$ cat config.mk
export PLATFORM = sky130hd
export DESIGN_NAME = prod_accum
export DESIGN_NICKNAME = d
export VERILOG_FILES = /design/src/rtl/prod_accum.sv
export SDC_FILE = /design/constraint.sdc
export NUM_CORES = 1
export LEC_CHECK = 0
export BUFFER_PORTS_ARGS = -buffer_cell sky130_fd_sc_hd__buf_2
export CORE_AREA = 2 2 56 58
export DETAILED_ROUTE_END_ITERATION = 10
export DIE_AREA = 0 0 58 60
export GPL_TIMING_DRIVEN = 0
export PLACE_DENSITY = 0.67
export SLEW_MARGIN = 20
export SYNTH_ARGS = -nofsm -noshare
export SYNTH_HDL_FRONTEND = slang
export SYNTH_SLANG_ARGS = --single-unit
$ cat constraint.sdc
create_clock -name clk -period 3.7 [get_ports clk]
set_input_delay 0.185 -clock clk [delete_from_list [all_inputs] [get_ports clk]]
set_output_delay 0.185 -clock clk [all_outputs]
set_load 0.05 [all_outputs]
$ cat src/rtl/prod_accum.sv
// ---------------------------------------------------------------------------
// prod_accum
//   Multiply-accumulate back end for the 4x4 multiplier. A run is opened by a
//   start pulse while idle. The block then accepts exactly N_TERMS unsigned
//   products and adds them into an AW-bit accumulator. The final sum is
//   presented on a valid/ready output port.
//
// Ports
//   clk        in   1   rising-edge clock
//   rst_n      in   1   synchronous, active-low reset
//   start      in   1   begin a new run (only looked at in IDLE)
//   in_valid   in   1   prod is valid this cycle
//   in_ready   out  1   block can take prod this cycle (high in ACC)
//   prod       in   PW  unsigned product from the multiplier
//   sum        out  AW  accumulated result (always the registered acc)
//   out_valid  out  1   sum is final and held (high in DONE)
//   out_ready  in   1   consumer accepts sum
//   busy       out  1   high in ACC or DONE
//   ovf        out  1   sticky carry out of bit AW-1 during this run
//
// Handshake rule (both ports): a transfer happens on a rising edge where
// valid and ready are both high. The producer holds its data until that edge.
// Ready never depends combinationally on valid in this block.
// ---------------------------------------------------------------------------
module prod_accum #(
    parameter int PW      = 8,
    parameter int AW      = 12,   // must be >= PW
    parameter int N_TERMS = 4     // 1..255
) (
    input  logic          clk,
    input  logic          rst_n,
    input  logic          start,
    input  logic          in_valid,
    output logic          in_ready,
    input  logic [PW-1:0] prod,
    output logic [AW-1:0] sum,
    output logic          out_valid,
    input  logic          out_ready,
    output logic          busy,
    output logic          ovf
);

    typedef enum logic [1:0] {
        IDLE = 2'd0,
        ACC  = 2'd1,
        DONE = 2'd2
    } state_t;

    localparam logic [7:0] CNT_LAST = 8'(N_TERMS - 1);

    state_t        state;
    state_t        state_nx;
    logic [AW-1:0] acc;
    logic [7:0]    cnt;
    logic          xfer;
    logic          last_term;
    logic [AW:0]   add_full;   // one extra bit to capture the carry out

    assign xfer      = in_valid & in_ready;
    assign last_term = (cnt == CNT_LAST);
    assign add_full  = {1'b0, acc} + {{(AW + 1 - PW){1'b0}}, prod};

    // State register
    always_ff @(posedge clk) begin
        if (!rst_n) begin
            state <= IDLE;
        end else begin
            state <= state_nx;
        end
    end

    // Next state and handshake outputs
    always_comb begin
        state_nx  = state;
        in_ready  = 1'b0;
        out_valid = 1'b0;
        case (state)
            IDLE: begin
                if (start) begin
                    state_nx = ACC;
                end
            end
            ACC: begin
                in_ready = 1'b1;
                if (xfer && last_term) begin
                    state_nx = DONE;
                end
            end
            DONE: begin
                out_valid = 1'b1;
                // start is ignored here, even alongside out_ready
                if (out_ready) begin
                    state_nx = IDLE;
                end
            end
            default: begin
                state_nx = IDLE;
            end
        endcase
    end

    // Datapath. acc is cleared only at start, so sum keeps the last result
    // through IDLE until the next run begins.
    always_ff @(posedge clk) begin
        if (!rst_n) begin
            acc <= '0;
            cnt <= '0;
            ovf <= 1'b0;
        end else if (state == IDLE && start) begin
            acc <= '0;
            cnt <= '0;
            ovf <= 1'b0;
        end else if (state == ACC && xfer) begin
            acc <= add_full[AW-1:0];
            ovf <= ovf | add_full[AW];
            cnt <= cnt + 8'd1;
        end
    end

    assign sum  = acc;
    assign busy = (state != IDLE);

endmodule
==> metrics, run 1 <==
outcome=finished clean; Final period util=0.489; # hold bufs at CTS=0; Cells after Synth=159; Max-Cap Viols=0; layout cell share with drive strength beyond 1=0.194; CTS clk-pin slew, worst paths=0.13 ns; CTS tree=done; Worst Setup Start Kind=flop; Worst path max stage delay=0.38 ns; worst vdd ir=207 uV; reg2reg path depth=6; Power Total=485 uW; synth unique cells=46; Setup TNS=0 ns; number of placed I/O pins=29; vias=1298; worst-margin pin slew=0.441 ns; Syn Nets=182; Die W=58 um; Tmin final=1.81 ns; area leader, netlist=dfxtp_1; Placed Area=0.00155 mm2; Fmax achieved=553 MHz; synthesized area per cell=8.59 um2; Yosys warning count=0; critical path required time=3.95 ns; register area share after synthesis=0.337; top_reg_cell synth=dfxtp_1; synthesis-stage register bit count=23; first-pass GRT wire length=5130 um; Rel. slew slack=0.706; Port Buffers=28; unrepaired setup endpoints after global routing=no; CP Cell Sequence=ha_1 -> fa_1 -> nand3_1 -> a211o_1 -> a2111o_1 -> o21ai_1; routed len/inst=13.5 um; Worst EP arrival=2.06 ns; initial core utilization=0.471; Max Clock Skew=0.00308 ns; Congestion Overflow GR=0; residual DRC count=0; vias in the first global route=1282; CTS Buffer Depth=2; post-cts resize count=0; die area=0.00348 mm2; top-count cell post-synth=dfxtp_1; fin nets=215; initial antenna violation count=0; pwr/cell area=308 mW/mm2; Core Area=0.00290 mm2; Worst Path Max Fanout=5; Design Area, Final=0.00157 mm2; CTS Sinks=23; worst slack at placement=1.91 ns; Yosys top cell area share=0.337; LEAKAGE=0.644 nW; CTS Root Cell=clkbuf_4; dpl hpwl=2280 um; top cells by area, synth=dfxtp_1, ha_1, a21oi_1, nand2_1, xnor2_1; Final WS setup=1.89 ns; vias per cell=5.79; WHS=0.175 ns; # rows=20; critical path endpoint category=flop; Iter 0 DRT Violations=30; gpl congestion=0.832; Hold Path Class=in -> reg; Post-CTS Setup Bufs=0; Clock Latency Late Sink=0.30 ns; total track usage=0.186; Synth top cells by count=dfxtp_1, nand2_1, a21oi_1; DR pass1 iterations=4; Final setup viols=0; Syn-to-layout area delta=15.2%; kind of critical path=reg -> reg; CTS Buf Count=3; number of synthesized flops with an enable pin=0; Final ANT Viol Nets=0; CP max stage cell=a2111o_1; Routed WL=3040 um; hold depth=2; H-Tree Depth=1; Final Max Slew Viols=0; largest net degree at the start of global routing=13; Netlist Area Pre-Place=0.00137 mm2; Final Hold Viols=0; DIE HEIGHT=60 um; Post-synth ARST share=0; antenna cells=0
[logic make-up after synthesis]
group / Yosys count / share of synthesized area
AOI/OAI and AO/OA: 48 / 0.238
xor gates and xnor gates: 8 / 0.0513
adders and majority gates: 10 / 0.0971
buffers and inverters: 9 / 0.0320
and+or+nand+nor: 61 / 0.245
DFF: 23 / 0.337
[routing by layer]
layer,routed length (um),track usage,up-vias
met2,1480,0.333,19
met5,0,0,-
met3,99,0.0195,4
met4,36,0.0897,0
met1,1420,0.223,607
li1,-,-,668
[worst paths after layout]
| check | from | endpoint | slack, ns |
|---|---|---|---|
| setup / recovery | sum[0]$_SDFFE_PP0P_ | sum[10]$_SDFFE_PP0P_ | 1.89 |
| hold / removal | rst_n | state[0]$_SDFFE_PN0P_ | 0.17 |
| setup reg to reg | sum[0]$_SDFFE_PP0P_ | sum[10]$_SDFFE_PP0P_ | 1.89 |
| hold reg to reg | ovf$_SDFFE_PP0P_ | ovf$_SDFFE_PP0P_ | 0.48 |
[layout by cell type, fill, tap and decap left out, types with 3 or more instances in the layout]
cell type  instances
a21oi_1           15
inv_1              3
dfxtp_1           23
nor2_1             9
o31ai_1            3
clkbuf_1           4
nand3_1            7
o21ai_0            5
ha_1               9
nand2_1           16
clkbuf_4           3
o21ai_1            3
a21o_1             3
nand4_1            4
buf_2             30
xor2_1             3
o21a_1             3
a211oi_1           3
o2111ai_1          4
or3_1              3
xnor2_1            5
[worst max-delay path, delay by kind of cell (launching register included)]
family | cells | cell delay, ns
fa+ha+maj | 2 | 0.45
simple gates | 1 | 0.14
compound gates | 3 | 0.81
flops | 1 | 0.36
[stage by stage]
stage                     utilization  cells
after floorplan                     -    159
after global placement          0.533    220
after detailed placement        0.533    220
after CTS                       0.542    224
after global routing            0.542    224
final                           0.542    224
[state kept, by name, indices dropped and copies added, names as in the netlist]
register / flops
cnt: 8
ovf: 1
state: 2
sum: 12
[cell type report]
class                   count  area [um2]
plain buffers               6        32.5
clock buffers               4        26.3
fillers                   291        1330
inverters                   3        11.3
multi-input cells         127         862
flip-flops and latches     23         460
well taps                  33        41.3
repair buffers             28         140
[power by group]
| part | internal [mW] | switching, mW |
|---|---|---|
| registers | 0.253 | 0.00601 |
| logic | 0.0375 | 0.0716 |
| clock network | 0.0420 | 0.0741 |
| total | 0.333 | 0.152 |
(Power assumes the default switching activity.)
==> run 2, diff against run 1 <==
==> constraint.sdc (replaced) <==
create_clock -name clk -period 1.8 [get_ports clk]
set_input_delay 0.09 -clock clk [delete_from_list [all_inputs] [get_ports clk]]
set_output_delay 0.09 -clock clk [all_outputs]
set_load 0.05 [all_outputs]
==> run 2 against run 1 <==
- total power rose by 110%
- non-clock buffer count unchanged
- sequential share of layout area shrank 0.71 points
- first-iteration DRC count is 27% lower
- final cell count stayed put
- sequential cell count stayed put
- register-to-register slack got worse by 1.9 ns
- clock power grew 120%
- critical path depth unchanged
- sequential power up 110%
- critical path type unchanged
- largest power group unchanged
==> metrics, run 2 (same netlist as run 1, synthesis figures left out) <==
outcome=finished clean; # hold bufs at CTS=0; initial antenna violation count=0; largest net degree at the start of global routing=14; Final ANT Viol Nets=0; vias=1279; DIE HEIGHT=60 um; CTS Buf Count=3; vias in the first global route=1186; sw frac=0.326; CTS Root Cell=clkbuf_4; reg2reg setup slack=0.04 ns; Hold Path Class=in -> reg; initial core utilization=0.471; Clock Latency Late Sink=0.33 ns; reg2reg path depth=6; CP startpoint=sum[0]$_SDFFE_PP0P_; CP max stage cell=dfxtp_4; CTS Buffer Depth=2; residual DRC count=0; Routed WL=3040 um; Max Clock Skew=0.00864 ns; vias per cell=5.71; layout cell share with drive strength beyond 1=0.288; pwr/cell area=620 mW/mm2; fin nets=215; CTS Sinks=23; hold depth=2; Die W=58 um; Reg-to-Reg End=sum[10]$_SDFFE_PP0P_; Rel. slew slack=0.690; die area=0.00348 mm2; Final Max Slew Viols=0; power share of the combinational group=0.233; Final Hold Viols=0; dpl hpwl=2250 um; Final setup viols=0; worst-margin pin slew=0.465 ns; Worst Path Max Fanout=5; critical path endpoint category=flop; Fmax achieved=567 MHz; DR pass1 iterations=4; reg-to-reg startpoint=sum[0]$_SDFFE_PP0P_; critical path required time=2.07 ns; antenna cells=0; Worst path max stage delay=0.37 ns; P_int=691 uW; CTS clk-pin slew, worst paths=0.14 ns; gpl congestion=0.837; kind of critical path=reg -> reg; worst vdd ir=466 uV; Max-Cap Viols=0; # rows=20; commonest non-fill, non-tap cell in the layout=buf_2; Final WS setup=0.0369 ns; routed len/inst=13.6 um; CTS tree=done; unrepaired setup endpoints after global routing=no; commonest non-fill, non-tap cells in the layout=buf_2, nand2_1, dfxtp_1; Syn-to-layout area delta=21.0%; Clk pwr share=0.246; total track usage=0.188; Worst Setup Start Kind=flop; Final period util=0.979; Tmin final=1.76 ns; Largest register FFs=12; Core Area=0.00290 mm2; NetSw=334 uW; Worst Setup EP=sum[10]$_SDFFE_PP0P_; number of placed I/O pins=29; Setup TNS=0 ns; LEAKAGE=0.650 nW; Port Buffers=28; Congestion Overflow GR=0; hold_sp=rst_n; Post-CTS Setup Bufs=0; CP Cell Sequence=ha_2 -> fa_2 -> nand3_2 -> a211o_4 -> a2111o_1 -> o21ai_1; Iter 0 DRT Violations=22; H-Tree Depth=1; first-pass GRT wire length=5130 um; sequential power share=0.521; Worst EP arrival=2.04 ns; worst slack at placement=0.0110 ns
[run 2: cell count changes in the layout (fill, tap and decap cells not counted), sizes merged]
cell,delta
clkinv,+1
clkbuf,-1
[run 2: area by class of cell]
type,count,area (um2)
multi-input combinational,127,927
inverter,3,11.3
fill,282,1250
clock inverter,1,5.00
clock buffer,3,22.5
sequential,23,472
buffer,6,33.8
tap,33,41.3
timing repair buffer,28,140
[run 2: timing repair]
action | 4_1_cts | 5_1_grt
gates resized for setup | 1 | 10
setup endpoints to repair | 2 | 12
pin swaps | 0 | 1
endpoints found under the hold margin | 0 | 0
[run 2: worst max-delay path: cells and delay by family, from the launching register on]
kind	cells	cell delay (ns)
adders and majority gates	2	0.44
AOI/OAI and AO/OA	3	0.80
DFF	1	0.37
and+or+nand+nor	1	0.11
[run 2: worst min path at each step]
stage                     slack, ns                    end
after CTS                      0.04  state[0]$_SDFFE_PN0P_
after detailed placement       0.40  state[0]$_SDFFE_PN0P_
after global placement         0.39  state[0]$_SDFFE_PN0P_
after floorplan                0.21  state[0]$_SDFFE_PN0P_
after global routing           0.04  state[0]$_SDFFE_PN0P_
final                          0.04  state[0]$_SDFFE_PN0P_
[run 2: power groups by stage]
| stage | clock network, mW | registers [mW] | logic [mW] |
|---|---|---|---|
| after floorplan | 0 | 0.564 | 0.144 |
| after global placement | 0 | 0.543 | 0.219 |
| after detailed placement | 0 | 0.545 | 0.222 |
| after CTS | 0.260 | 0.533 | 0.224 |
| after global routing | 0.278 | 0.537 | 0.259 |
| final | 0.252 | 0.534 | 0.239 |
[run 2: routing by layer]
metal,part of all wire,vias to the layer above,global-route usage
met4,0.012,0,0.0698
met1,0.48,598,0.248
met3,0.022,4,0.0195
met2,0.49,15,0.318
met5,0,-,0
li1,-,662,-
[run 2: metrics by stage]
stage / hold slack (ns) / util / area (um2) / std cells / total power [mW]
detailed placement: 0.400 / 0.537 / 1560 / 220 / 0.767
CTS: 0.0367 / 0.548 / 1590 / 224 / 1.02
global route: 0.0389 / 0.569 / 1650 / 224 / 1.07
global placement: 0.389 / 0.537 / 1560 / 220 / 0.762
finish: 0.0416 / 0.569 / 1650 / 224 / 1.03
floorplan: 0.207 / - / 1380 / 159 / 0.708
